[src/rtl/ahb_pkg.sv]
// rtl/ahb_pkg.sv - AHB-Lite encodings shared by bus agents
package ahb_pkg;

  localparam logic [1:0] HTRANS_IDLE   = 2'b00;
  localparam logic [1:0] HTRANS_NONSEQ = 2'b10;

  localparam logic [2:0] HBURST_SINGLE = 3'b000;

  localparam logic [2:0] HSIZE_BYTE  = 3'd0;
  localparam logic [2:0] HSIZE_HALF  = 3'd1;
  localparam logic [2:0] HSIZE_WORD  = 3'd2;
  localparam logic [2:0] HSIZE_DWORD = 3'd3;

  localparam logic HRESP_OKAY  = 1'b0;
  localparam logic HRESP_ERROR = 1'b1;

  function automatic logic size_legal(input logic [2:0] size, input int xlen);
    return (xlen == 64) ? (size <= HSIZE_DWORD) : (size <= HSIZE_WORD);
  endfunction

endpackage

[src/rtl/ahb_lite_master.sv]
// rtl/ahb_lite_master.sv - pipelined AHB-Lite initiator, one request stream in, in-order responses out
module ahb_lite_master
  import ahb_pkg::*;
#(
  parameter int         XLen  = 64,
  parameter logic [3:0] HPROT = 4'b0011
) (
  input  logic            clock,
  input  logic            reset,
  input  logic            req_valid,
  output logic            req_ready,
  input  logic            req_write,
  input  logic [XLen-1:0] req_addr,
  input  logic [2:0]      req_size,
  input  logic [XLen-1:0] req_wdata,
  output logic            rsp_valid,
  output logic [XLen-1:0] rsp_rdata,
  output logic            rsp_error,
  output logic [1:0]      io_ahb_htrans,
  output logic            io_ahb_hmastlock,
  output logic [XLen-1:0] io_ahb_haddr,
  output logic            io_ahb_hwrite,
  output logic [2:0]      io_ahb_hburst,
  output logic [2:0]      io_ahb_hsize,
  output logic [3:0]      io_ahb_hprot,
  output logic [XLen-1:0] io_ahb_hwdata,
  input  logic [XLen-1:0] io_ahb_hrdata,
  input  logic            io_ahb_hready,
  input  logic            io_ahb_hresp
);

  logic            ap_valid_q, ap_valid_d;
  logic            ap_write_q, ap_write_d;
  logic [XLen-1:0] ap_addr_q,  ap_addr_d;
  logic [2:0]      ap_size_q,  ap_size_d;
  logic [XLen-1:0] ap_wdata_q, ap_wdata_d;

  logic            dp_valid_q, dp_valid_d;
  logic            dp_write_q, dp_write_d;
  logic [XLen-1:0] dp_wdata_q, dp_wdata_d;

  logic            err1_q, err1_d;
  logic            rsp_valid_q, rsp_valid_d;
  logic [XLen-1:0] rsp_rdata_q, rsp_rdata_d;
  logic            rsp_error_q, rsp_error_d;

  logic            accept;

  assign req_ready = !reset && !err1_q && (!ap_valid_q || io_ahb_hready);
  assign accept    = req_valid && req_ready;

  // While err1 is set the address-phase request is cancelled, not lost: it is re-presented afterwards.
  assign io_ahb_htrans    = (ap_valid_q && !err1_q) ? HTRANS_NONSEQ : HTRANS_IDLE;
  assign io_ahb_haddr     = ap_addr_q;
  assign io_ahb_hwrite    = ap_write_q;
  assign io_ahb_hsize     = ap_size_q;
  assign io_ahb_hburst    = HBURST_SINGLE;
  assign io_ahb_hprot     = HPROT;
  assign io_ahb_hmastlock = 1'b0;
  assign io_ahb_hwdata    = (dp_valid_q && dp_write_q) ? dp_wdata_q : '0;

  assign rsp_valid = rsp_valid_q;
  assign rsp_rdata = rsp_rdata_q;
  assign rsp_error = rsp_error_q;

  always_comb begin
    ap_valid_d  = ap_valid_q;
    ap_write_d  = ap_write_q;
    ap_addr_d   = ap_addr_q;
    ap_size_d   = ap_size_q;
    ap_wdata_d  = ap_wdata_q;
    dp_valid_d  = dp_valid_q;
    dp_write_d  = dp_write_q;
    dp_wdata_d  = dp_wdata_q;
    err1_d      = err1_q;
    rsp_valid_d = 1'b0;
    rsp_rdata_d = rsp_rdata_q;
    rsp_error_d = rsp_error_q;

    if (io_ahb_hready && dp_valid_q) begin
      rsp_valid_d = 1'b1;
      rsp_error_d = io_ahb_hresp;
      rsp_rdata_d = dp_write_q ? '0 : io_ahb_hrdata;
    end

    if (err1_q) begin
      if (io_ahb_hready) begin
        err1_d     = 1'b0;
        dp_valid_d = 1'b0;
      end
    end else if (io_ahb_hready) begin
      dp_valid_d = ap_valid_q;
      dp_write_d = ap_write_q;
      dp_wdata_d = ap_wdata_q;
      ap_valid_d = accept;
    end else if (dp_valid_q && io_ahb_hresp == HRESP_ERROR) begin
      err1_d = 1'b1;
    end

    // An empty address slot may be filled even during a data-phase wait state.
    if (accept) begin
      ap_valid_d = 1'b1;
      ap_write_d = req_write;
      ap_addr_d  = req_addr;
      ap_size_d  = req_size;
      ap_wdata_d = req_wdata;
    end
  end

  always_ff @(posedge clock or posedge reset) begin
    if (reset) begin
      ap_valid_q  <= 1'b0;
      ap_write_q  <= 1'b0;
      ap_addr_q   <= '0;
      ap_size_q   <= '0;
      ap_wdata_q  <= '0;
      dp_valid_q  <= 1'b0;
      dp_write_q  <= 1'b0;
      dp_wdata_q  <= '0;
      err1_q      <= 1'b0;
      rsp_valid_q <= 1'b0;
      rsp_rdata_q <= '0;
      rsp_error_q <= 1'b0;
    end else begin
      ap_valid_q  <= ap_valid_d;
      ap_write_q  <= ap_write_d;
      ap_addr_q   <= ap_addr_d;
      ap_size_q   <= ap_size_d;
      ap_wdata_q  <= ap_wdata_d;
      dp_valid_q  <= dp_valid_d;
      dp_write_q  <= dp_write_d;
      dp_wdata_q  <= dp_wdata_d;
      err1_q      <= err1_d;
      rsp_valid_q <= rsp_valid_d;
      rsp_rdata_q <= rsp_rdata_d;
      rsp_error_q <= rsp_error_d;
    end
  end

  a_req_size_legal: assert property (@(posedge clock) disable iff (reset)
    req_valid |-> size_legal(req_size, XLen));
  a_htrans_legal: assert property (@(posedge clock) disable iff (reset)
    (io_ahb_htrans == HTRANS_IDLE) || (io_ahb_htrans == HTRANS_NONSEQ));

endmodule
[config.mk]
export PLATFORM = sky130hd
export DESIGN_NAME = ahb_lite_master
export DESIGN_NICKNAME = d
export VERILOG_FILES = /design/src/rtl/ahb_pkg.sv /design/src/rtl/ahb_lite_master.sv
export SDC_FILE = /design/constraint.sdc
export NUM_CORES = 1
export LEC_CHECK = 0
export CAP_MARGIN = 20
export CORE_MARGIN = 8
export CORE_UTILIZATION = 25
export CTS_CLUSTER_DIAMETER = 100
export DETAILED_ROUTE_END_ITERATION = 7
export GPL_TIMING_DRIVEN = 0
export SYNTH_ARGS = -nofsm -noshare
export SYNTH_HDL_FRONTEND = slang
export SYNTH_SLANG_ARGS = --single-unit
[constraint.sdc]
create_clock -name clock -period 13 [get_ports clock]
set_clock_uncertainty 0.05 [all_clocks]
set_input_delay 2.6 -clock clock [delete_from_list [all_inputs] [get_ports clock]]
set_output_delay 2.6 -clock clock [all_outputs]
set_load 0.02 [all_outputs]
==> results.toml <==
[placement]
dp_hpwl_um = 26600
place_congestion = 0.802
portBuffers = 400
dp.cells = 1749
dpl_worst_slack_ns = 5.97

[synth]
syn-mean-instance-area_um2 = 13.3
synth_seq_cells = 266
seq_area_frac_synth_pct = 62.4
synth_area_leaders = "dfrtp_1 (62%), mux2_2 (14%), mux2_1 (7.3%)"
async_flop_share_pct = 100
synth_warnings = 0
synth_edf_count = 0
yosys.area.top_type_share_pct = 62.4
synth_ff_type = "dfrtp_1"
synth_cell_types = 19
syn_inst = 801
synth.largest_area_cell = "dfrtp_1"
syn-cell-area_um2 = 10700

[clock_network]
worstSkewPairLatency_ns = 0.57
numCtsBuffers = 31
ctsHoldBuffers = 0
cts_sinks = 266
h-tree-depth = 1
cts_tree = "built"
postCtsSetupBuffers = 0
clk_pin_slew_ns = 0.06
post_cts_resized = 0
clockRootBuffer = "clkbuf_16"
cts_buffer_depth = 3

[sta]
drv_slew = 0
tns_ns = 0
min_period_ns = 6.94
tightestPinTransition_ns = 0.971
setup_viol = 0
finalCritPeriodShare_pct = 53.4
maxSlewHeadroom_pct = 35.3
fin_ws_ns = 6.06
fmax_mhz = 144
rsz0062_at_grt = "false"
hold_viol_final = 0

[setup_path]
crit_required_ns = 10.35
critical_path.startpoint = "io_ahb_hready"
endpoint = "req_ready"
crit_fanout = 5
timing.rr.end = "ap_wdata_q[35]"
r2r_slack_ns = 10.45
r2r-start = "err1_q"
cp-end-kind = "output pin"
timing.critical_path.from_type = "input port"
arrival_ns = 4.29
crit_type = "in -> out"
r2r.worst_path.cells = 4

[pwr]
powerDensity_nw_per_um2 = 198
power_leakage_nw = 7.03
worst_ir_drop_vdd_mv = 0.123

[floorplanning]
start_util_pct = 25.4
die_height_um = 223
std_cell_rows = 75
core_um2 = 42000
top_level_ports = 410
fp.dieArea_um2 = 49600
die_x_um = 223

[drt]
first_iter_violations = 341
ant_nets = 0
vias_per_cell = 4.29
drcViolationCount = 0
wl_per_cell_um = 19.3
drt_first_pass_iters = 4
via_count = 7758
routed_wl_um = 35000

[global_routing]
grt.total_usage_pct = 13.7
grt_start_max_net_pins = 107
grt_pass1_wl_um = 53200
first_global_vias = 8377
grt_overflow_total = 0
antenna_found_initial = 4

[final_layout]
drive_gt1_share_pct = 16.9
final_cell_mix = "clkdlybuf4s50_1 (400), dfrtp_1 (266), mux2_2 (130), mux2_1 (69)"
multi_input_area_um2 = 3700
fin_cells = 1810
fin_nets = 1445
fillers = 4059
final_common_cell = "clkdlybuf4s50_1"
utilization_pct = 39.2
area_growth_pct = 54.5
seqCellArea_um2 = 6660

[job]
cap_violations = 0

[outcome]
status = "finished, final reports clean"

[hold_path]
hold_class = "reg -> reg"
==> critical path, stage by stage <==
cell	delay (ns)
clkdlybuf4s50_1	0.60
inv_2	0.08
a211oi_1	0.31
clkdlybuf4s50_1	0.70
==> cell type report <==
cell class	instances	area share, %
clock buffers	49	5.78
inverters	4	0.137
clock inverters	9	0.470
diodes	2	0.0303
multi-input cells	472	22.5
plain buffers	66	1.97
repair buffers	403	24.7
flip-flops and latches	266	40.4
well taps	539	4.09
==> Yosys cell counts (2+ instances only) <==
| library cell | count |
|---|---|
| nand2b_1 | 65 |
| and3_1 | 64 |
| mux2_1 | 69 |
| o21ai_0 | 64 |
| nand2_1 | 65 |
| dfrtp_1 | 266 |
| mux2_2 | 130 |
| buf_4 | 17 |
| buf_2 | 11 |
| conb_1 | 2 |
| inv_1 | 3 |
| clkbuf_1 | 38 |
==> kinds of logic after synthesis <==
group                  synth area share [%]
multiplexers                           21.0
AND/OR/NAND/NOR                        9.94
AO/OA/AOI/OAI                          3.45
flip-flops                             62.4
other                                0.0704
buffers and inverters                  3.19
==> where the power goes <==
part | leakage [nW] | total (mW) | switching (mW) | internal (mW)
clock network | 0.516 | 0.866 | 0.347 | 0.519
registers | 3.21 | 1.24 | 0.136 | 1.10
logic | 3.31 | 1.15 | 0.570 | 0.583
total | 7.03 | 3.26 | 1.05 | 2.21
==> worst min-delay path by stage <==
stage / depth (start not counted) / slack [ns] / to / from
after detailed placement: 2 / 0.42 / rsp_rdata[50] / rsp_rdata[50]
after CTS: 2 / 0.43 / rsp_rdata[50] / rsp_rdata[50]
final: 1 / 0.43 / ap_wdata_q[43] / ap_wdata_q[43]
after floorplan: 1 / 0.40 / ap_wdata_q[0] / ap_wdata_q[0]
after global routing: 1 / 0.45 / ap_wdata_q[38] / ap_wdata_q[38]
after global placement: 2 / 0.41 / rsp_rdata[50] / rsp_rdata[50]
==> layer usage <==
metal	track usage [%]	vias to the layer above	wire length, µm	share of wire (%)
li1	-	3613	-	-
met1	16.4	3856	14400	41
met2	23.1	246	17100	49
met3	4.83	41	2720	7.8
met4	3.65	2	812	2.3
met5	0	-	14	0.040
==> registers in the layout (all words and copies together), names as in the netlist <==
signal         flops
io_ahb_haddr      64
ap_wdata_q        64
rsp_valid          1
io_ahb_hsize       3
rsp_error          1
dp_wdata_q        64
rsp_rdata         64
err1_q             1
dp_valid_q         1
io_ahb_hwrite      1
ap_valid_q         1
dp_write_q         1
==> through the flow <==
stage	cell area [µm²]	total power [mW]	hold WS [ns]
finish	16500	3.26	0.428
global route	16500	3.45	0.445
CTS	16500	3.32	0.433
detailed placement	15400	2.43	0.420
global placement	15400	2.40	0.412
floorplan	10700	1.82	0.404
(Power assumes the default switching activity.)
